==> src/rtl/color_unhash.sv <==
// Brute-force inverse of the colour hash: finds the lowest key whose iterated hash equals the target.
// Optional result cache enabled by defining UNHASH_CACHE_EN.
module color_unhash #(
   parameter logic [31:0] HASH_BASE = 32'd5381,
   parameter logic [31:0] MULT      = 32'd33,
   parameter int          KEY_SIZE  = 6
) (
   input  logic                clk,
   input  logic                reset,
   input  logic                start,
   input  logic [31:0]         target_hash,
   output logic                busy,
   output logic                done,
   output logic                found,
   output logic [KEY_SIZE-1:0] key
);

   localparam int RW = (KEY_SIZE > 1) ? KEY_SIZE - 1 : 1;
   localparam logic [RW-1:0]       ROUND_LAST = RW'((2 ** (KEY_SIZE - 1)) - 1);
   localparam logic [KEY_SIZE-1:0] LAST_KEY   = '1;

   typedef enum logic [1:0] {S_IDLE, S_ROUND, S_CHECK, S_DONE} state_t;

   state_t              state_q, state_d;
   logic [31:0]         target_q, target_d;
   logic [31:0]         h_q, h_d;
   logic [KEY_SIZE-1:0] k_q, k_d;
   logic [KEY_SIZE-1:0] c_q, c_d;
   logic [KEY_SIZE-1:0] c_inc;
   logic [RW-1:0]       round_q, round_d;
   logic                found_q, found_d;
   logic [KEY_SIZE-1:0] key_q, key_d;
   logic                done_q, done_d;
   logic                busy_q, busy_d;
`ifdef UNHASH_CACHE_EN
   logic                cache_valid_q, cache_valid_d;
   logic [31:0]         cache_target_q, cache_target_d;
   logic                cache_found_q, cache_found_d;
   logic [KEY_SIZE-1:0] cache_key_q, cache_key_d;
`endif

   assign c_inc = c_q + 1'b1;

   // NOTE: every always_comb output gets a default first so no path leaves it unassigned (no latch).
   always_comb begin
      state_d  = state_q;
      target_d = target_q;
      h_d      = h_q;
      k_d      = k_q;
      c_d      = c_q;
      round_d  = round_q;
      found_d  = found_q;
      key_d    = key_q;
`ifdef UNHASH_CACHE_EN
      cache_valid_d  = cache_valid_q;
      cache_target_d = cache_target_q;
      cache_found_d  = cache_found_q;
      cache_key_d    = cache_key_q;
`endif
      unique case (state_q)
         S_IDLE: begin
            if (start) begin
               target_d = target_hash;
               k_d      = '0;
               c_d      = '0;
               h_d      = HASH_BASE;
               round_d  = '0;
               found_d  = 1'b0;
               key_d    = '0;
               state_d  = S_ROUND;
`ifdef UNHASH_CACHE_EN
               if (cache_valid_q && (target_hash == cache_target_q)) begin
                  found_d = cache_found_q;
                  key_d   = cache_key_q;
                  state_d = S_DONE;
               end
`endif
            end
         end
         S_ROUND: begin
            c_d     = c_inc;
            h_d     = h_q * MULT + 32'(c_inc);
            round_d = round_q + 1'b1;
            if (round_q == ROUND_LAST) state_d = S_CHECK;
         end
         S_CHECK: begin
            if (h_q == target_q) begin
               found_d = 1'b1;
               key_d   = k_q;
               state_d = S_DONE;
            end else if (k_q == LAST_KEY) begin
               // Explicit last-candidate test keeps k from wrapping into a second pass.
               found_d = 1'b0;
               key_d   = '0;
               state_d = S_DONE;
            end else begin
               k_d     = k_q + 1'b1;
               c_d     = k_q + 1'b1;
               h_d     = HASH_BASE;
               round_d = '0;
               state_d = S_ROUND;
            end
         end
         S_DONE: begin
            state_d = S_IDLE;
`ifdef UNHASH_CACHE_EN
            cache_valid_d  = 1'b1;
            cache_target_d = target_q;
            cache_found_d  = found_q;
            cache_key_d    = key_q;
`endif
         end
         default: state_d = S_IDLE;
      endcase
      done_d = (state_d == S_DONE);
      busy_d = (state_d != S_IDLE);
   end

   // NOTE: sequential state uses non-blocking assignments so all registers update together at the edge.
   always_ff @(posedge clk) begin
      if (reset) begin
         state_q  <= S_IDLE;
         target_q <= '0;
         h_q      <= '0;
         k_q      <= '0;
         c_q      <= '0;
         round_q  <= '0;
         found_q  <= 1'b0;
         key_q    <= '0;
         done_q   <= 1'b0;
         busy_q   <= 1'b0;
      end else begin
         state_q  <= state_d;
         target_q <= target_d;
         h_q      <= h_d;
         k_q      <= k_d;
         c_q      <= c_d;
         round_q  <= round_d;
         found_q  <= found_d;
         key_q    <= key_d;
         done_q   <= done_d;
         busy_q   <= busy_d;
      end
   end

`ifdef UNHASH_CACHE_EN
   // NOTE: only the valid bit is reset; cache payload is never read while invalid.
   always_ff @(posedge clk) begin
      if (reset) cache_valid_q <= 1'b0;
      else       cache_valid_q <= cache_valid_d;
      cache_target_q <= cache_target_d;
      cache_found_q  <= cache_found_d;
      cache_key_q    <= cache_key_d;
   end
`endif

   assign busy  = busy_q;
   assign done  = done_q;
   assign found = found_q;
   assign key   = key_q;

endmodule

==> config.mk <==
export PLATFORM = sky130hd
export DESIGN_NAME = color_unhash
export DESIGN_NICKNAME = d
export VERILOG_FILES = /design/src/rtl/color_unhash.sv
export SDC_FILE = /design/constraint.sdc
export NUM_CORES = 1
export LEC_CHECK = 0
export BUFFER_PORTS_ARGS = -buffer_cell sky130_fd_sc_hd__buf_2
export CORE_MARGIN = 5
export CORE_UTILIZATION = 25
export CTS_CLUSTER_DIAMETER = 80
export DETAILED_ROUTE_END_ITERATION = 16
export PLACE_DENSITY = 0.53
export SYNTH_ARGS = -nofsm -noshare
export SYNTH_HDL_FRONTEND = slang
export SYNTH_SLANG_ARGS = --single-unit
==> constraint.sdc <==
create_clock -name clk -period 2.8 [get_ports clk]
set_clock_uncertainty 0.1 [all_clocks]
set_input_delay 0.14 -clock clk [delete_from_list [all_inputs] [get_ports clk]]
set_output_delay 0.14 -clock clk [all_outputs]
set_load 0.01 [all_outputs]
# After elaboration in Yosys (flattened, before gate mapping)
# Cells that the tools add are included.
[word_totals]
regBits = 92
latchBits = 0
mem_bits_rw = 0
rom_bits = 0
input_bits = 35
out_inout_bits = 9
memories = 0
[op_classes]
add_sub_neg = 4
n_mul = 1
div_mod_pow = 0
order_cmp = 0
n_eq_ne = 11
shift = 0
n_mux = 25
bitwise_logic = 0
n_reduce_logical = 8
[ops]
columns = ["operator", "n"]
rows = [
  ["$mux W32", 3],
  ["$pmux W32 S3", 1],
  ["$add A32 B6 Y32", 1],
  ["$eq A32 B32 Y1", 1],
  ["$mul A32 B6 Y32 const B", 1],
  ["$mux W6", 5],
  ["$pmux W6 S2", 2],
  ["$pmux W6 S3", 1],
  ["$mux W5", 3],
  ["$pmux W5 S3", 1],
  ["$add A6 B1 Y6 const B", 2],
  ["$mux W2", 4],
  ["$pmux W2 S4", 1],
  ["$reduce_and A4 Y1", 2],
  ["$eq A2 B2 Y1 const B", 3],
  ["$eq A6 B6 Y1 const B", 1],
  ["$ne A2 B2 Y1 const B", 3],
  ["$add A5 B1 Y5 const B", 1],
  ["$eq A5 B5 Y1 const B", 1],
  ["$reduce_bool A2 Y1", 2],
  ["$mux W1", 3],
  ["$ne A3 B3 Y1 const B", 1],
  ["$reduce_and A3 Y1", 1],
  ["$reduce_bool A3 Y1", 1],
  ["other kinds (4)", 4],
]

# Depth between registers and ports, before layout
# Gate-level depths: netlist of run 1.
[depth]
depth_word = 5
ltp_mapped = 12
mapped_depth_nobuf = 12

# Worst setup path after synthesis of run 1
# OpenSTA, ideal clock, no wires.
[synth_path]
kind = "register to register"
startpoint = "register h_q[13]"
endpoint = "register h_q[28]"
setup_ps = 120
arrival_time_ps = 2922
required_time_ps = 2580
slack_ps = -342
path_stages_with_launch = 13
path_cell_list = "dfxtp_1 -> ha_1 -> ha_1 -> ha_1 -> ha_1 -> clkbuf_1 -> a21oi_1 -> nand2_1 -> a221oi_1 -> nand3_1 -> o221ai_1 -> nor4_1 -> a211o_1"
[synth_via]
elab_chain_len = 3
elab_cells_between_ends = 6
[synth_rtl]
columns = ["element", "line_no", "rtl"]
rows = [
  ["start, declared", "26", "logic [31:0] h_q, h_d;"],
  ["start signal, assigned", "124", "h_q <= '0;"],
  ["start signal, assigned", "135", "h_q <= h_d;"],
  ["$mul A32 B6 Y32 / $eq A32 B32 Y1 (equally long branches)", "82, 87", ""],
  ["$add A32 B6 Y32 / $ne A2 B2 Y1 (equally long branches)", "-", ""],
  ["$pmux W32 S3 / $reduce_and A4 Y1 (equally long branches)", "-", ""],
]
# Several ways; a longest one is shown, not always the timed one.
# A chain may end at the register's enable or synchronous reset.

# Worst setup path in the final report of run 1
[layout_path]
startpoint = "register c_q[1]"
endpoint = "register h_q[23]"
[layout_via]
elab_chain_len = 3
[layout_rtl]
columns = ["element", "line_no", "rtl"]
rows = [
  ["start, declared", "28", "logic [KEY_SIZE-1:0] c_q, c_d;"],
  ["start signal, assigned", "126", "c_q <= '0;"],
  ["start signal, assigned", "137", "c_q <= c_d;"],
  ["$add A6 B1 Y6", "42", "assign c_inc = c_q + 1'b1;"],
  ["$add A32 B6 Y32", "82", "h_d = h_q * MULT + 32'(c_inc);"],
  ["$pmux W32 S3", "60", "unique case (state_q)"],
]
# Every way passes these cells.

==> results.py, run 1 <==
metrics = {
    "cells_and_area": {
        "multi_input_area_um2": 6610,
        "drive_gt1_share_pct": 40.6,
        "utilization_pct": 40.4,
        "seq_area_um2": 1900,
        "antenna_cells": 0,
        "fin_nets": 1209,
        "final_common_cell": "buf_4",
        "final_cell_mix": "buf_4 (150), nand2_1 (115), ha_4 (88)",
        "nFillCells": 2688,
        "area_delta_synth_final_pct": 60.2,
    },
    "setup_path": {
        "cpMaxStageDelayCell": "dfxtp_4",
        "ff2ff_path_depth": 12,
        "crit_fanout": 5,
        "cp.arrival_ps": 3180,
        "crit_cells": 12,
        "critPathTopFamily": "compound AO/OA/AOI/OAI gates",
        "critPathMaxStageDelay_ps": 370,
        "critical_path.cell_chain": "ha_4 -> ha_4 -> ha_4 -> inv_2 -> fa_2 -> nand2b_4 -> o2bb2ai_4 -> o31a_1 -> o21ai_4 -> a21boi_2 -> xnor2_1 -> a32o_1",
        "cpMostUsedCell": "ha_4",
        "crit_required_ps": 2960,
        "cp-start-kind": "flop",
        "critPathBufInv": 1,
        "end_kind": "flop",
        "critPathKind": "flop to flop",
    },
    "die": {
        "fp.dieW_um": 177,
        "die_area_um2": 31300,
        "die_y_um": 177,
        "pin_count": 44,
        "core_um2": 27600,
        "start_util_pct": 25.2,
        "num_rows": 61,
    },
    "routing": {
        "drt_pass1_iterations": 4,
        "drc_errors": 0,
        "wl_per_cell_um": 16.8,
        "drtIter0Drc": 392,
        "drtAntennaViolNets": 0,
        "avgViaCountPerCell": 4.93,
        "wirelength_mm": 24.2,
        "routed-via-count": 7091,
    },
    "cts": {
        "cts_buffers": 9,
        "clk_latency_ps": 360,
        "tritoncts": "yes",
        "path_clk_slew_ps": 80,
        "clock_sinks": 92,
        "cts_root_buf": "clkbuf_16",
        "clock_path_buffers": 2,
        "htreeDepth": 3,
    },
    "power": {
        "p_leak_nw": 4.35,
        "power_mw": 5.92,
        "power_density_nw_per_um2": 531,
        "irDropWorstVdd_uv": 383,
    },
    "synth": {
        "ys_seq_area_share_pct": 26.4,
        "synth_nets": 1007,
        "ys_types": 62,
        "synth-edff-count": 0,
        "synth_top_area_cell": "dfxtp_1",
        "syn_avg_cell_area_um2": 8.16,
        "ys_ff_latch": 92,
        "ys_top_cells_by_area": "dfxtp_1 (26%), ha_1 (21%), a21oi_1 (7.2%), nand2_1 (6.5%), xnor2_1 (6.2%)",
        "synthArstFlopShare_pct": 0,
        "synth_cells": 853,
        "synth_ff_type": "dfxtp_1",
        "yosys_warnings": 0,
        "syn_area_um2": 6960,
        "synth_top_area_share_pct": 26.4,
    },
    "run": {
        "max_cap_violations": 0,
    },
    "global_routing": {
        "track_usage_pct": 14.9,
        "grt_max_degree": 67,
        "grt_pass1_vias": 7131,
        "grt_pass1_wl_mm": 37.1,
        "antenna_found_initial": 0,
        "grt-ovfl-total": 0,
    },
    "sta": {
        "setup_viol": 23,
        "period_minus_slack_ps": 3020,
        "hold_viol": 0,
        "worst_slack_ps": -220,
        "tightest_slew_ps": 734,
        "fin_crit_sh_pct": 108,
        "slew_headroom_pct": 50.9,
        "slew_viol_final": 0,
        "fmax_mhz": 331,
        "rsz0062_at_grt": "yes",
    },
    "status": {
        "status": "finished with violations",
        "violations": "setup timing",
    },
    "placed_design": {
        "hpwl_mm": 17.7,
        "routabilityCongestion": 0.849,
        "io_buffer_count": 43,
    },
    "worst_hold_path": {
        "holdPathStages": 4,
        "timing.hold.worst.class": "input pin to flop",
    },
}
worst reg2reg max path: cells and delay by family, from the launching register on:
family          cells  cell delay, ps
compound gates      5            1100
xor+xnor            1             130
fa+ha+maj           4            1030
buf+inv             1              40
flops               1             370
simple gates        1             160
through the flow:
step / worst slack, ps / setup TNS, ps / instance area, um2 / std cells / hold slack (ps)
after global placement: -475 / -7040 / 8860 / 1372 / 287
after CTS: -231 / -3390 / 10500 / 1433 / 159
after detailed placement: -476 / -7210 / 8860 / 1372 / 290
after global routing: -334 / -5590 / 11200 / 1438 / 200
after floorplan: -99.7 / -486 / 7320 / 853 / 176
final: -220 / -3260 / 11200 / 1438 / 159
worst paths after layout:
path | startpoint | to | slack [ps]
min | start | state_q[1] | 160
max reg2reg | c_q[1] | h_q[23] | -220
min reg2reg | found | found | 350
max | c_q[1] | h_q[23] | -220
flip-flops by register name, summed over array words and instances (netlist names):
name and cells:
c_q 6, done 1, target_q 32, k_q 6, key 6, state_q 2
found 1, busy 1, round_q 5, h_q 32
layer usage:
metal	vias to the layer above	track usage, %	part of all wire (%)
met4	0	4.19	2.6
met2	162	24.7	47
met5	-	0	0
met3	36	2.84	3.8
li1	3507	-	-
met1	3386	19.7	46
final cells by class:
cell class	count	area share [%]
flip-flops and latches	92	17.0
repair buffers	234	16.0
multi-input cells	699	59.2
clock buffers	9	2.02
inverters	19	0.639
clock inverters	7	0.830
well taps	378	4.24
cell families (layout without fill, tap and decap cells):
logic type	after synthesis	count (layout)	share of synthesized area [%]
XOR/XNOR	60	60	7.55
AND/OR/NAND/NOR	309	309	21.9
adder cells (fa/ha/maj)	119	119	21.5
multiplexers	3	3	0.449
AO/OA/AOI/OAI	208	208	18.5
flip-flops	92	92	26.4
buffers and inverters	62	269	3.67
Yosys cell counts, drive strengths merged (3+ instances only):
cell type  count
a211o          3
a211oi         6
a21o          14
a21oi        100
a221oi         3
a22o           4
a311oi         4
a31oi          3
and2           6
and3           5
buf           12
clkbuf        31
dfxtp         92
ha           118
inv           19
nand2        120
nand2b        15
nand3         49
nand3b         8
nand4         22
nor2          36
nor2b          5
nor3          12
nor3b          5
nor4           6
o211ai         5
o21ai         31
o21bai         3
o221ai         3
o31ai         10
o32ai          3
or3            6
or4            3
xnor2         49
xor2          11
repair_timing:
item / 4_1_cts / 5_1_grt
buffers inserted: 13 / 9
hold buffers: 32 / 0
endpoints found under the setup margin: 24 / 28
hold endpoints to repair: 32 / 0
gates resized for setup: 128 / 92
pin swaps: 42 / 55
power by group:
| part | internal [mW] | switching (mW) |
|---|---|---|
| sequential | 1.49 | 0.189 |
| clock | 0.716 | 0.593 |
| combinational | 1.31 | 1.62 |
| total | 3.52 | 2.40 |
(Power assumes the default switching activity.)
==> run 2, diff against run 1 <==
--- a/config.mk
+++ b/config.mk
@@ -6,6 +6,7 @@
 export NUM_CORES = 1
 export LEC_CHECK = 0
 export BUFFER_PORTS_ARGS = -buffer_cell sky130_fd_sc_hd__buf_2
+export CORE_ASPECT_RATIO = 1.1
 export CORE_MARGIN = 5
 export CORE_UTILIZATION = 25
 export CTS_CLUSTER_DIAMETER = 80
==> run 2 against run 1 <==
  * The flow still finishes with violations (setup timing)
  * Register-to-register slack lost 99 ps
  * Clock-buffer cell count up 3
  * Final cell count increased by 0.83%
  * Via count up 1.4%
  * Critical path depth up 1
  * First-iteration DRC count up 27%
  * Total power fell by 0.69%
  * Largest cell class unchanged
  * Global-route usage rose by 0.59 points
  * Design area is 1.3% higher
  * Non-clock buffer count increased by 27
  * Wire length up 0.94%
  * Sequential share of layout area shrank 0.11 points
==> results.py, run 2 (synthesized netlist as in run 1, its figures left out) <==
metrics = {
    "sta": {
        "rsz0062_at_grt": "yes",
        "fmax_mhz": 321,
        "tightest_slew_ps": 852,
        "setup_viol": 24,
        "fin_crit_sh_pct": 111,
        "slew_viol_final": 0,
        "worst_slack_ps": -319,
        "hold_viol": 0,
        "slew_headroom_pct": 43.2,
        "period_minus_slack_ps": 3120,
    },
    "die": {
        "die_y_um": 185,
        "fp.dieW_um": 169,
        "pin_count": 44,
        "start_util_pct": 25.2,
        "die_area_um2": 31300,
        "num_rows": 64,
        "core_um2": 27600,
    },
    "setup_path": {
        "critPathKind": "flop to flop",
        "cpMostUsedCell": "ha_4",
        "critical_path.cell_chain": "ha_4 -> buf_6 -> xor2_4 -> ha_4 -> inv_2 -> fa_2 -> nand2b_4 -> o2bb2ai_4 -> o31a_1 -> o21ai_0 -> xor2_1 -> nand3_1 -> a21oi_1",
        "crit_fanout": 3,
        "critPathMaxStageDelay_ps": 370,
        "cpMaxStageDelayCell": "o31a_1",
        "end_kind": "flop",
        "cp.arrival_ps": 3280,
        "cp-start-kind": "flop",
        "crit_required_ps": 2970,
    },
    "routing": {
        "drtIter0Drc": 497,
        "routed-via-count": 7192,
        "wl_per_cell_um": 16.8,
        "avgViaCountPerCell": 4.96,
        "drc_errors": 0,
        "drt_pass1_iterations": 5,
        "wirelength_mm": 24.4,
        "drtAntennaViolNets": 0,
    },
    "global_routing": {
        "grt_max_degree": 78,
        "track_usage_pct": 15.5,
        "antenna_found_initial": 0,
        "grt_pass1_wl_mm": 38.8,
        "grt-ovfl-total": 0,
        "grt_pass1_vias": 7332,
    },
    "placed_design": {
        "hpwl_mm": 17.8,
        "pre_cts_ws_ps": -737,
        "dpl-instance-area_um2": 9000,
        "routabilityCongestion": 0.851,
        "placed_cells": 1373,
        "io_buffer_count": 43,
    },
    "power": {
        "irDropWorstVdd_uv": 349,
        "power_mw": 5.88,
        "pwr-share-clk_pct": 21.0,
        "p_leak_nw": 4.44,
        "power_switching_mw": 2.36,
        "seq_power_share_pct": 28.6,
        "comb_power_share_pct": 50.4,
        "p_int_mw": 3.52,
        "switching_share_pct": 40.1,
        "power_density_nw_per_um2": 521,
    },
    "cells_and_area": {
        "nFillCells": 2668,
        "top_regs": "h_q: 32 flops, target_q: 32 flops",
        "instances_no_fill": 1450,
        "final_area_um2": 11300,
        "final_common_cell": "buf_4",
        "drive_gt1_share_pct": 41.2,
        "fin_nets": 1236,
        "area_delta_synth_final_pct": 62.2,
        "antenna_cells": 0,
        "final_cell_mix": "buf_4 (170), nand2_1 (117), ha_4 (85)",
    },
    "cts": {
        "cts_buffers": 9,
        "clk_latency_ps": 350,
        "clock_path_buffers": 2,
        "cts_root_buf": "clkbuf_16",
        "tritoncts": "yes",
        "clock_sinks": 92,
        "htreeDepth": 3,
        "path_clk_slew_ps": 70,
    },
    "run": {
        "max_cap_violations": 0,
    },
    "status": {
        "status": "finished with violations",
        "violations": "setup timing",
    },
    "worst_hold_path": {
        "timing.hold.worst.class": "input pin to flop",
    },
}
[run 2: final timing paths]
kind	from	to	slack (ps)	cells after the start
worst max-delay path	c_q[1]	h_q[13]	-320	13
worst min-delay path	start	state_q[1]	170	4
worst max register to register	c_q[1]	h_q[13]	-320	13
worst min register to register	key[3]	key[3]	350	2
[run 2: cell type report]
cell class	instances	area, um2	area share, %
clock buffers	12	267	2.36
clock inverters	4	30.0	0.266
inverters	19	71.3	0.631
multi-input cells	699	6530	57.8
flip-flops and latches	92	1910	16.9
well taps	363	454	4.02
repair buffers	261	2030	18.0
[run 2: metal layers]
layer / global-route usage (%) / vias to the layer above / wire, um
met5: 0 / - / 0
met4: 4.38 / 0 / 447
met3: 1.94 / 32 / 998
met2: 27.8 / 165 / 12600
met1: 19.4 / 3435 / 10400
li1: - / 3560 / -
[run 2: critical path: cells and delay by family, from the launching register on]
family	cells	cell delay [ps]
xor+xnor	2	440
flops	1	360
compound gates	4	920
simple gates	2	290
buf+inv	2	150
fa+ha+maj	3	780
[run 2: power by group through the flow]
stage / Sequential, mW / Combinational, mW / Clock [mW]
floorplan: 1.63 / 1.55 / 0
global placement: 1.68 / 2.36 / 0
detailed placement: 1.68 / 2.38 / 0
CTS: 1.68 / 2.75 / 1.26
global route: 1.70 / 3.22 / 1.32
finish: 1.68 / 2.96 / 1.24
[run 2: stage by stage]
| step | utilization (%) | TNS [ps] | hold WS [ps] |
|---|---|---|---|
| after floorplan | - | -486 | 176 |
| after global placement | 32.6 | -9490 | 283 |
| after detailed placement | 32.6 | -9580 | 287 |
| after CTS | 39.1 | -4900 | 153 |
| after global routing | 40.9 | -6990 | 203 |
| final | 40.9 | -4480 | 167 |
[run 2: repair_timing]
item | in CTS | in global routing
pin swaps | 49 | 55
hold buffers | 32 | 0
endpoints found under the hold margin | 32 | 0
setup endpoints to repair | 25 | 31
setup buffers | 16 | 13
gates resized for setup | 142 | 68
